### config.mk
export PLATFORM = sky130hd
export DESIGN_NAME = alu_control_unit
export DESIGN_NICKNAME = d
export VERILOG_FILES = /design/src/rtl/alu_control_unit.sv
export SDC_FILE = /design/constraint.sdc
export NUM_CORES = 1
export LEC_CHECK = 0
export ABC_CLOCK_PERIOD_IN_PS = 1400
export BUFFER_PORTS_ARGS = -buffer_cell sky130_fd_sc_hd__buf_2
export CAP_MARGIN = 20
export CORE_ASPECT_RATIO = 1.5
export CORE_UTILIZATION = 43
export DETAILED_ROUTE_END_ITERATION = 7
export PLACE_DENSITY = 0.8
export SYNTH_ARGS = -nofsm -noshare
export SYNTH_HDL_FRONTEND = slang
export SYNTH_SLANG_ARGS = --single-unit
### constraint.sdc
create_clock -name clk -period 1.4 [get_ports clk]
set_input_delay 0.28 -clock clk [delete_from_list [all_inputs] [get_ports clk]]
set_output_delay 0.28 -clock clk [all_outputs]
set_load 0.03 [all_outputs]
### src/rtl/alu_control_unit.sv
// Fetch/decode/execute sequencer for the 8-bit ALU datapath: owns the PC, the
// instruction register and the Z/N flag registers, and decodes all side-port strobes.
module alu_control_unit #(
    parameter int PC_W    = 8,
    parameter int INSTR_W = 16
) (
    input  logic               clk,
    input  logic               rst,
    output logic               imem_req,
    input  logic               imem_ack,
    input  logic [INSTR_W-1:0] imem_data,
    output logic [PC_W-1:0]    pc,
    output logic [1:0]         rf_ra,
    output logic [1:0]         rf_rb,
    output logic [1:0]         rf_wa,
    output logic               rf_we,
    output logic               rf_wsel,
    output logic [3:0]         alu_sel,
    output logic               alu_bsel,
    output logic [7:0]         imm,
    input  logic [1:0]         alu_flag,
    input  logic               in_valid,
    output logic               in_ready,
    output logic               out_valid,
    output logic               dmem_we,
    output logic [7:0]         dmem_addr,
    output logic               halted,
    output logic [1:0]         dbg_state
);

    localparam logic [3:0] OP_ADD   = 4'b0001;
    localparam logic [3:0] OP_SHR   = 4'b0101;
    localparam logic [3:0] OP_OUT   = 4'b0110;
    localparam logic [3:0] OP_IN    = 4'b0111;
    localparam logic [3:0] OP_MOV   = 4'b1000;
    localparam logic [3:0] OP_STORE = 4'b1001;
    localparam logic [3:0] OP_LDI   = 4'b1010;
    localparam logic [3:0] OP_JMP   = 4'b1011;
    localparam logic [3:0] OP_BZ    = 4'b1100;
    localparam logic [3:0] OP_BN    = 4'b1101;
    localparam logic [3:0] OP_HALT  = 4'b1111;

    typedef enum logic [1:0] {
        S_FETCH  = 2'd0,
        S_DECODE = 2'd1,
        S_EXEC   = 2'd2,
        S_HALT   = 2'd3
    } state_t;

    state_t             state_q;
    logic [PC_W-1:0]    pc_q;
    logic [INSTR_W-1:0] instr_q;
    logic               z_q;
    logic               n_q;

    logic [3:0]      op;
    logic [PC_W-1:0] imm_pc;
    logic [PC_W-1:0] pc_inc;
    logic            flag_op;
    logic            wr_op;
    logic            exec_live;

    assign op      = instr_q[15:12];
    assign imm_pc  = PC_W'(instr_q[7:0]);
    assign pc_inc  = pc_q + PC_W'(1);
    assign flag_op = (op >= OP_ADD) && (op <= OP_SHR);
    assign wr_op   = flag_op || (op == OP_MOV) || (op == OP_LDI);

    always_ff @(posedge clk) begin
        if (rst) begin
            state_q <= S_FETCH;
            pc_q    <= '0;
            instr_q <= '0;
            z_q     <= 1'b0;
            n_q     <= 1'b0;
        end else begin
            case (state_q)
                S_FETCH: begin
                    if (imem_ack) begin
                        instr_q <= imem_data;
                        state_q <= S_DECODE;
                    end
                end
                S_DECODE: state_q <= S_EXEC;
                S_EXEC: begin
                    // IN holds here until the input port hands over a word
                    if (!((op == OP_IN) && !in_valid)) begin
                        state_q <= S_FETCH;
                        if (flag_op) begin
                            z_q <= alu_flag[1];
                            n_q <= alu_flag[0];
                        end
                        case (op)
                            OP_JMP:  pc_q <= imm_pc;
                            OP_BZ:   pc_q <= z_q ? imm_pc : pc_inc;
                            OP_BN:   pc_q <= n_q ? imm_pc : pc_inc;
                            OP_HALT: state_q <= S_HALT;
                            default: pc_q <= pc_inc;
                        endcase
                    end
                end
                default: state_q <= S_HALT;
            endcase
        end
    end

    // rst masks every strobe at once so an in-flight instruction never commits;
    // the IN write strobe is the in_valid/in_ready handshake itself.
    assign exec_live = (state_q == S_EXEC) && !rst;

    always_comb begin
        alu_sel = 4'b0000;
        if (state_q == S_EXEC) begin
            if ((op >= OP_ADD) && (op <= OP_STORE)) begin
                alu_sel = op;
            end else if (op == OP_LDI) begin
                alu_sel = OP_MOV;
            end
        end
    end

    assign imem_req  = (state_q == S_FETCH) && !rst;
    assign rf_we     = exec_live && (wr_op || ((op == OP_IN) && in_valid));
    assign rf_wsel   = (state_q == S_EXEC) && (op == OP_IN);
    assign in_ready  = exec_live && (op == OP_IN);
    assign out_valid = exec_live && (op == OP_OUT);
    assign dmem_we   = exec_live && (op == OP_STORE);
    assign alu_bsel  = (op == OP_LDI);
    assign rf_ra     = instr_q[11:10];
    assign rf_rb     = instr_q[9:8];
    assign rf_wa     = instr_q[11:10];
    assign imm       = instr_q[7:0];
    assign dmem_addr = instr_q[7:0];
    assign halted    = (state_q == S_HALT);
    assign pc        = pc_q;
    assign dbg_state = state_q;

endmodule
Yosys cells after proc, flatten, opt, wreduce, memory -nomap -nowiden

Cells that the tools add are included.

Add/sub/neg operators: 1
$lt $le $gt $ge: 3
Equality and inequality tests: 14
Muxes and demuxes: 10
Bitwise operators: 2
Reduce and logical (&&, ||, !) cells: 21

Operators by type and width:

| kind                  | number |
|---|---|
| $pmux W8 S4           | 1 |
| $eq A4 B4 Y1 const B  | 7 |
| $mux W8               | 2 |
| $mux W4               | 3 |
| $logic_and A1 B1 Y1   | 11 |
| $add A8 B1 Y8 const B | 1 |
| $eq A4 B3 Y1 const B  | 2 |
| $mux W2               | 3 |
| $pmux W2 S3           | 1 |
| $reduce_and A3 Y1     | 2 |
| $eq A2 B2 Y1 const B  | 2 |
| $ge A4 B1 Y1 const B  | 1 |
| $le A4 B3 Y1 const B  | 1 |
| $le A4 B4 Y1 const B  | 1 |
| $ne A2 B2 Y1 const B  | 2 |
| $reduce_and A2 Y1     | 2 |
| $logic_or A1 B1 Y1    | 3 |
| $eq A2 B1 Y1 const B  | 1 |
| $logic_not A1 Y1      | 2 |
| $logic_not A2 Y1      | 1 |
| $not A1 Y1            | 2 |

Register bits: 28
Input bits: 22
Output and inout port bits: 44
Word-level logic and storage cells: 56

Depth between registers and ports, before layout

Gate-level depths: netlist (run 1).

Word-level depth: 6
Mapped depth: 6
Mapped depth without buffers: 5

Least setup slack after synthesis (run 1)

No wires, ideal clock.

Path type: flip-flop to output port
Start point: register state_q[1] (netlist: dbg_state[1])
End point: output port rf_we
Data arrival time: 2.422 ns
Required time: 1.120 ns
Setup slack: -1.302 ns
Cell stages (with the launch flop): 4
Buffers on the path: 0
Path through: dfxtp_1 -> nor2b_1 -> nand2_1 -> a2111oi_0

Longest elaborated chain between the ends: 3

Ends and longest elaborated chain:

| element                | line | text |
|---|---|---|
| from (decl)            | 50   | `state_t state_q;` |
| from (signal assigned) | 71   | `state_q <= S_FETCH;` |
| from (signal assigned) | 81   | `state_q <= S_DECODE;` |
| from (signal assigned) | 84   | `S_DECODE: state_q <= S_EXEC;` |
| $eq A2 B2 Y1           | 109  | `assign exec_live = (state_q == S_EXEC) && !rst;` |
| $logic_and A1 B1 Y1    | 109  |  |
| $logic_and A1 B1 Y1    | 123  | `assign rf_we = exec_live && (wr_op \|\| ((op == OP_IN) && in_valid));` |
| to (decl)              | 16   | `output logic rf_we,` |

Every way passes these cells.

Worst setup path after layout (run 1)

Start point: register instr_q[14]
End point: register pc_q[2] (netlist: pc[2])

Longest elaborated chain between the ends: 4
Elaborated cells on any way between the ends: 10
Classes of those cells: eq/ne: 5; mux: 1; bitwise: 2; reduce/logical: 2

Ends and longest elaborated chain:

| element                     | line | text |
|---|---|---|
| from (decl)                 | 52   | `logic [INSTR_W-1:0] instr_q;` |
| from (signal assigned)      | 80   | `instr_q <= imem_data;` |
| $eq A4 B3 Y1                | 87   | `if (!((op == OP_IN) && !in_valid)) begin` |
| $logic_and A1 B1 Y1         | 87   |  |
| $not A1 Y1 (no line)        | --   |  |
| $reduce_and A3 Y1 (no line) | --   |  |
| to (signal assigned)        | 94   | `OP_JMP: pc_q <= imm_pc;` |
| to (signal assigned)        | 95   | `OP_BZ: pc_q <= z_q ? imm_pc : pc_inc;` |
| to (signal assigned)        | 96   | `OP_BN: pc_q <= n_q ? imm_pc : pc_inc;` |
| to (decl)                   | 51   | `logic [PC_W-1:0] pc_q;` |

Parallel ways exist; a longest one is shown, timed or not.
A chain may end at the register's enable or synchronous reset.

==> impl_metrics.py, run 1 <==
metrics = {
    "drt": {
        "postRouteAntennaNets": 0,
        "drt_iter0_drc": 126,
        "drc_errors": 0,
        "wire_per_inst_um": 18.3,
        "drt-vias-per-instance": 5.86,
        "via_count": 2027,
        "route.final.wire_length_um": 6340,
        "first_drt_pass_iteration_count": 4,
    },
    "global_routing": {
        "grt_start_max_net_pins": 21,
        "grt_overflow": 0,
        "wire_length_of_the_first_global_routing_pass_um": 8180,
        "gr-usage-all-layers_pct": 26.4,
        "grt_pass1_vias": 1744,
        "antenna_found_initial": 0,
    },
    "sta": {
        "min_period_ns": 1.81,
        "worst_case_setup_margin_in_the_final_layout_ns": -0.408,
        "max-slew-margin-rel_pct": 78.7,
        "fin_setup_tns_ns": -5.49,
        "worst_pin_slew_ns": 0.320,
        "timing_max_transition_violations_final": 0,
        "final.period_utilization_pct": 129,
        "max_freq_mhz": 553,
        "hold_viol": 0,
        "rsz0062_at_grt": "true",
        "setup_failing_eps_final": 31,
        "worst_case_clock_skew_ns": 0.00454,
    },
    "floorplan": {
        "die-area_um2": 4060,
        "initial_util_pct": 44.8,
        "die_height_um": 77.5,
        "row_count": 27,
        "fp.coreArea_um2": 3650,
        "floorplan.die.width_um": 52.3,
        "top_level_pins": 66,
    },
    "synth": {
        "yosysWarningCount": 0,
        "netlist_instances": 212,
        "synth.distinct_cells": 42,
        "avgSynthCellArea_um2": 7.71,
        "yosysSeqAreaShare_pct": 34.3,
        "yosys_register_bits": 28,
        "syn_nets": 235,
        "postSynth.topFlopCell": "sky130_fd_sc_hd__dfxtp_1",
        "edff_count_synth": 0,
        "ys_async_sr_fraction_pct": 0,
        "post_synth_instance_area_um2": 1630,
    },
    "clocking": {
        "clk_pin_slew_worst_setup_hold_paths_ns": 0.10,
        "worst_skew_pair.late_latency_ns": 0.27,
        "numClockSinks": 28,
        "cts_made_buffers": 3,
        "tritoncts": "yes",
        "clock_tree.root_cell": "sky130_fd_sc_hd__clkbuf_8",
        "clockBufferDepth": 2,
        "h_tree_depth_reported_by_cts": 1,
        "post_cts_hold_buffer_count": 0,
    },
    "pwr": {
        "power_leakage_uw": 0.00128,
        "power-per-cell-area_nw_per_um2": 728,
        "clock_network_fraction_of_total_power_pct": 27.3,
        "power_report.internal_total_uw": 1420,
        "power.share.combinational_pct": 30.7,
        "power_frac_seq_pct": 42.0,
        "netSwitchingPower_uw": 656,
        "power.share.switching_pct": 31.6,
        "worst_ir_drop_vdd_mv": 1.04,
    },
    "critical_path": {
        "end_kind": "flop",
        "timing.setup.critical_path_class": "reg -> reg",
        "timing.critical_path.from_type": "flop",
        "critPathMaxFanout": 4,
        "cp.arrival_ns": 1.98,
        "worst_ep_required_ns": 1.57,
    },
    "placed_design": {
        "detailed_place_hpwl_um": 3260,
        "dpl_cell_area_um2": 2120,
        "io_buffers": 65,
        "globalplace.congestion": 0.855,
    },
    "worst_hold_path": {
        "holdCritPathClass": "in -> reg",
    },
    "layout": {
        "final_layout_size_suffix_gt1_share_pct": 63.0,
        "postLayoutCellArea_um2": 2860,
        "num_antenna_cells": 0,
        "most_common_library_cell_in_the_layout_ignoring_fill_and_taps": "sky130_fd_sc_hd__buf_2",
        "layout_area_growth_over_synthesis_pct": 74.7,
        "num-fill-cells": 230,
        "nets": 327,
        "final_cell_mix": "53 x sky130_fd_sc_hd__buf_2, 37 x sky130_fd_sc_hd__buf_4, 29 x sky130_fd_sc_hd__nand2_1, 25 x sky130_fd_sc_hd__buf_6, 22 x sky130_fd_sc_hd__dfxtp_1",
        "multi_input_combinational_cell_area_um2": 1190,
        "regArea_um2": 581,
    },
    "outcome": {
        "outcome": "finished with violations",
        "failed_checks": "setup timing",
    },
    "flow_run": {
        "number_of_maximum_capacitance_constraint_violations": 0,
    },
}
## kinds of logic after synthesis
logic type / share of synthesized area (%)
adder cells (fa/ha/maj): 0.766
buffers and inverters: 13.8
AO/OA/AOI/OAI: 17.1
AND/OR/NAND/NOR: 32.2
multiplexers: 1.91
flip-flops: 34.3
## power by group through the flow
| stage | Sequential (uW) | Combinational [uW] | Clock [uW] |
|---|---|---|---|
| 2_1_floorplan | 893 | 297 | 0 |
| 3_3_place_gp | 884 | 407 | 0 |
| 3_5_place_dp | 886 | 413 | 0 |
| 4_1_cts | 866 | 480 | 575 |
| 5_1_grt | 876 | 667 | 611 |
| 6_report | 872 | 638 | 568 |
## state kept, by name, summed over array words and instances (netlist names)
name and cells:
instr_q 16, dbg_state 2, pc 8, n_q 1, z_q 1
## worst max-delay path: stages, from the launching register on
cell and delay (ns):
sky130_fd_sc_hd__dfxtp_2 0.34, sky130_fd_sc_hd__buf_4 0.15, sky130_fd_sc_hd__buf_4 0.13, sky130_fd_sc_hd__and4b_4 0.19
sky130_fd_sc_hd__o31ai_4 0.33, sky130_fd_sc_hd__mux2_1 0.36, sky130_fd_sc_hd__a32o_1 0.20
## metal layers
layer	GRT usage, %	share of wire [%]	vias up
li1	-	-	903
met1	30.4	38	979
met2	45.3	53	129
met3	4.90	7.1	16
met4	11.8	2.6	0
met5	0	0	-
## synth_stat cells (3+ instances only)
| library cell | number | share of area (%) |
|---|---|---|
| sky130_fd_sc_hd__and3_1 | 3 | 1.1 |
| sky130_fd_sc_hd__nor2_1 | 9 | 2.1 |
| sky130_fd_sc_hd__or3_1 | 3 | 1.1 |
| sky130_fd_sc_hd__o211ai_1 | 3 | 1.4 |
| sky130_fd_sc_hd__nand2b_1 | 3 | 1.1 |
| sky130_fd_sc_hd__clkbuf_1 | 11 | 2.5 |
| sky130_fd_sc_hd__a21oi_1 | 21 | 6.4 |
| sky130_fd_sc_hd__and2_1 | 5 | 1.9 |
| sky130_fd_sc_hd__nor4_1 | 3 | 1.1 |
| sky130_fd_sc_hd__nor2b_1 | 6 | 2.3 |
| sky130_fd_sc_hd__nand4_1 | 9 | 3.4 |
| sky130_fd_sc_hd__buf_4 | 23 | 11 |
| sky130_fd_sc_hd__nand2_1 | 43 | 9.9 |
| sky130_fd_sc_hd__dfxtp_1 | 28 | 34 |
| sky130_fd_sc_hd__nand3_1 | 8 | 2.5 |
## timing repair
item	CTS	global route
resized for setup	55	68
setup endpoints to repair	21	40
cloned	0	1
setup buffers	11	13
pin swaps	20	28
## final cells by class
type,instances,share of cell area (%)
Multi-Input combinational cell,147,41.8
Sequential cell,28,20.3
Inverter,2,0.263
Timing Repair Buffer,122,33.4
Clock buffer,4,2.32
Tap cell,43,1.88
## stage by stage
stage          power, uW  hold WS, ns  cells  utilization, %  setup slack [ns]
5_1_grt             2150        0.215    346            78.3            -0.409
3_5_place_dp        1300        0.443    318            58.1            -0.205
3_3_place_gp        1290        0.441    318            58.1            -0.158
2_1_floorplan       1190        0.408    212               -            -0.176
6_report            2080        0.229    346            78.3            -0.408
4_1_cts             1920        0.229    333            67.8            -0.338
## final timing paths
kind,startpoint,endpoint,slack (ns),cells past startpoint
setup / recovery,instr_q[14],pc[2],-0.41,6
hold / removal,imem_data[13],instr_q[13],0.23,3
setup reg to reg,instr_q[14],pc[2],-0.41,6
hold reg to reg,instr_q[10],instr_q[10],0.49,2
No activity file was read; power rests on OpenSTA's default activity.
==> inputs of run 2 (changes only) <==
--- a/config.mk
+++ b/config.mk
@@ -8,8 +8,10 @@
 export ABC_CLOCK_PERIOD_IN_PS = 1400
 export BUFFER_PORTS_ARGS = -buffer_cell sky130_fd_sc_hd__buf_2
 export CAP_MARGIN = 20
+export CELL_PAD_IN_SITES_DETAIL_PLACEMENT = 1
+export CELL_PAD_IN_SITES_GLOBAL_PLACEMENT = 2
 export CORE_ASPECT_RATIO = 1.5
-export CORE_UTILIZATION = 43
+export CORE_UTILIZATION = 23
 export DETAILED_ROUTE_END_ITERATION = 7
 export PLACE_DENSITY = 0.8
 export SYNTH_ARGS = -nofsm -noshare
==> impl_metrics.py, run 2 (synthesized netlist as in run 1, its figures left out) <==
metrics = {
    "floorplan": {
        "die_height_um": 105,
        "initial_util_pct": 23.8,
        "top_level_pins": 66,
        "fp.coreArea_um2": 6850,
        "floorplan.die.width_um": 70.8,
        "die-area_um2": 7450,
        "row_count": 37,
    },
    "pwr": {
        "power_leakage_uw": 0.00115,
        "worst_ir_drop_vdd_mv": 0.318,
        "power-per-cell-area_nw_per_um2": 721,
        "power_uw": 1850,
    },
    "sta": {
        "worst_pin_slew_ns": 0.363,
        "worst_case_setup_margin_in_the_final_layout_ns": -0.394,
        "final.period_utilization_pct": 128,
        "worst_case_clock_skew_ns": 0.00469,
        "rsz0062_at_grt": "true",
        "hold_viol": 0,
        "min_period_ns": 1.79,
        "max_freq_mhz": 557,
        "max-slew-margin-rel_pct": 75.8,
        "setup_failing_eps_final": 24,
        "timing_max_transition_violations_final": 0,
    },
    "drt": {
        "via_count": 1775,
        "drt_iter0_drc": 84,
        "wire_per_inst_um": 14.8,
        "postRouteAntennaNets": 0,
        "drc_errors": 0,
        "route.final.wire_length_um": 5480,
        "first_drt_pass_iteration_count": 6,
        "drt-vias-per-instance": 4.80,
    },
    "critical_path": {
        "r2r.worst_path.cells": 6,
        "r2r-start": "instr_q[14]",
        "timing.setup.critical_path_class": "reg -> out",
        "timing.critical_path.max_delay_family": "flip-flops",
        "cp.arrival_ns": 1.51,
        "register_to_register_setup_slack_ns": -0.29,
        "crit_path_cell_trace": "buf_6 -> or3_4 -> a21oi_4 -> a2111oi_4 -> buf_4",
        "critical_path.reg2reg.endpoint": "pc[2]",
        "critPathMaxFanout": 5,
        "cpMaxStageDelayCell": "sky130_fd_sc_hd__dfxtp_2",
        "critical_path.max_stage_delay_ns": 0.34,
        "worst_ep_required_ns": 1.12,
        "timing.critical_path.depth": 5,
        "worst-path-buf-inv": 2,
        "timing.critical_path.from_type": "flop",
        "end_kind": "output port",
    },
    "layout": {
        "final_layout_size_suffix_gt1_share_pct": 51.7,
        "utilization_pct": 37.5,
        "regMostFlops": "instr_q",
        "largest_register_ffs": 16,
        "final_cell_mix": "53 x sky130_fd_sc_hd__buf_2, 40 x sky130_fd_sc_hd__nand2_1, 35 x sky130_fd_sc_hd__buf_4, 22 x sky130_fd_sc_hd__dfxtp_1, 21 x sky130_fd_sc_hd__buf_6",
        "most_common_library_cell_in_the_layout_ignoring_fill_and_taps": "sky130_fd_sc_hd__buf_2",
        "nets": 316,
        "num-fill-cells": 831,
        "layout_area_growth_over_synthesis_pct": 57.1,
        "num_antenna_cells": 0,
    },
    "clocking": {
        "numClockSinks": 28,
        "clk_pin_slew_worst_setup_hold_paths_ns": 0.09,
        "worst_skew_pair.late_latency_ns": 0.28,
        "cts_made_buffers": 3,
        "clockBufferDepth": 2,
        "tritoncts": "yes",
        "clock_tree.root_cell": "sky130_fd_sc_hd__clkbuf_8",
        "h_tree_depth_reported_by_cts": 1,
        "post_cts_hold_buffer_count": 0,
    },
    "global_routing": {
        "antenna_found_initial": 0,
        "grt_overflow": 0,
        "grt_pass1_vias": 1834,
        "grt_start_max_net_pins": 22,
        "wire_length_of_the_first_global_routing_pass_um": 8850,
        "gr-usage-all-layers_pct": 14.9,
    },
    "outcome": {
        "outcome": "finished with violations",
        "failed_checks": "setup timing",
    },
    "worst_hold_path": {
        "hold_depth": 3,
        "min-delay-start": "imem_data[12]",
        "holdCritPathClass": "in -> reg",
        "min_delay_endpoint": "instr_q[12]",
    },
    "placed_design": {
        "detailed_place_hpwl_um": 3910,
        "globalplace.congestion": 0.775,
        "io_buffers": 65,
    },
    "flow_run": {
        "number_of_maximum_capacitance_constraint_violations": 0,
    },
}
[run 2: cell count changes in the layout (fill, tap and decap cells not counted), sizes merged]
cell / change
buf: -10
clkbuf: -1
[run 2: worst max-delay path by stage]
stage	startpoint	to
5_1_grt	instr_q[14]	rf_we
3_3_place_gp	instr_q[14]	rf_we
2_1_floorplan	instr_q[13]	rf_we
6_report	instr_q[14]	rf_we
3_5_place_dp	instr_q[14]	rf_we
4_1_cts	instr_q[14]	rf_we
[run 2: routing by layer]
layer  vias up  routed length (um)  global-route usage, %
met5         -                   0                      0
met4         0                  70                   5.00
met3         6                 123                   1.53
met2        34                3120                   28.8
met1       849                2170                   16.6
li1        886                   -                      -
[run 2: report_power, final]
group | switching (uW) | internal, uW | total, uW
combinational | 292 | 218 | 510
clock | 262 | 205 | 467
sequential | 43.4 | 830 | 874
[run 2: cell type report]
type,count,area [um2],area share [%]
Multi-Input combinational cell,147,1030,40.3
Timing Repair Buffer,111,805,31.3
Sequential cell,28,578,22.5
Tap cell,78,97.6,3.80
Clock buffer,4,45.0,1.75
Inverter,2,7.51,0.292
[run 2: through the flow]
| stage | setup WS [ns] | instances | instance area [um2] | TNS [ns] | hold slack (ns) |
|---|---|---|---|---|---|
| 2_1_floorplan | -0.176 | 212 | 1730 | -0.660 | 0.408 |
| 3_3_place_gp | -0.164 | 350 | 2150 | -1.36 | 0.440 |
| 3_5_place_dp | -0.201 | 350 | 2150 | -1.72 | 0.451 |
| 4_1_cts | -0.378 | 367 | 2490 | -4.60 | 0.217 |
| 5_1_grt | -0.446 | 370 | 2570 | -6.21 | 0.222 |
| 6_report | -0.394 | 370 | 2570 | -4.69 | 0.224 |
[run 2: worst min-delay path, cell delays in order]
cell                      delay (ns)
sky130_fd_sc_hd__buf_2          0.09
sky130_fd_sc_hd__nand2_1        0.05
sky130_fd_sc_hd__a21oi_1        0.05
[run 2: timing repair]
action | CTS | global route
pin swaps | 18 | 4
endpoints found under the setup margin | 26 | 29
gates resized for setup | 55 | 12
cloned | 1 | 0
setup buffers | 12 | 3
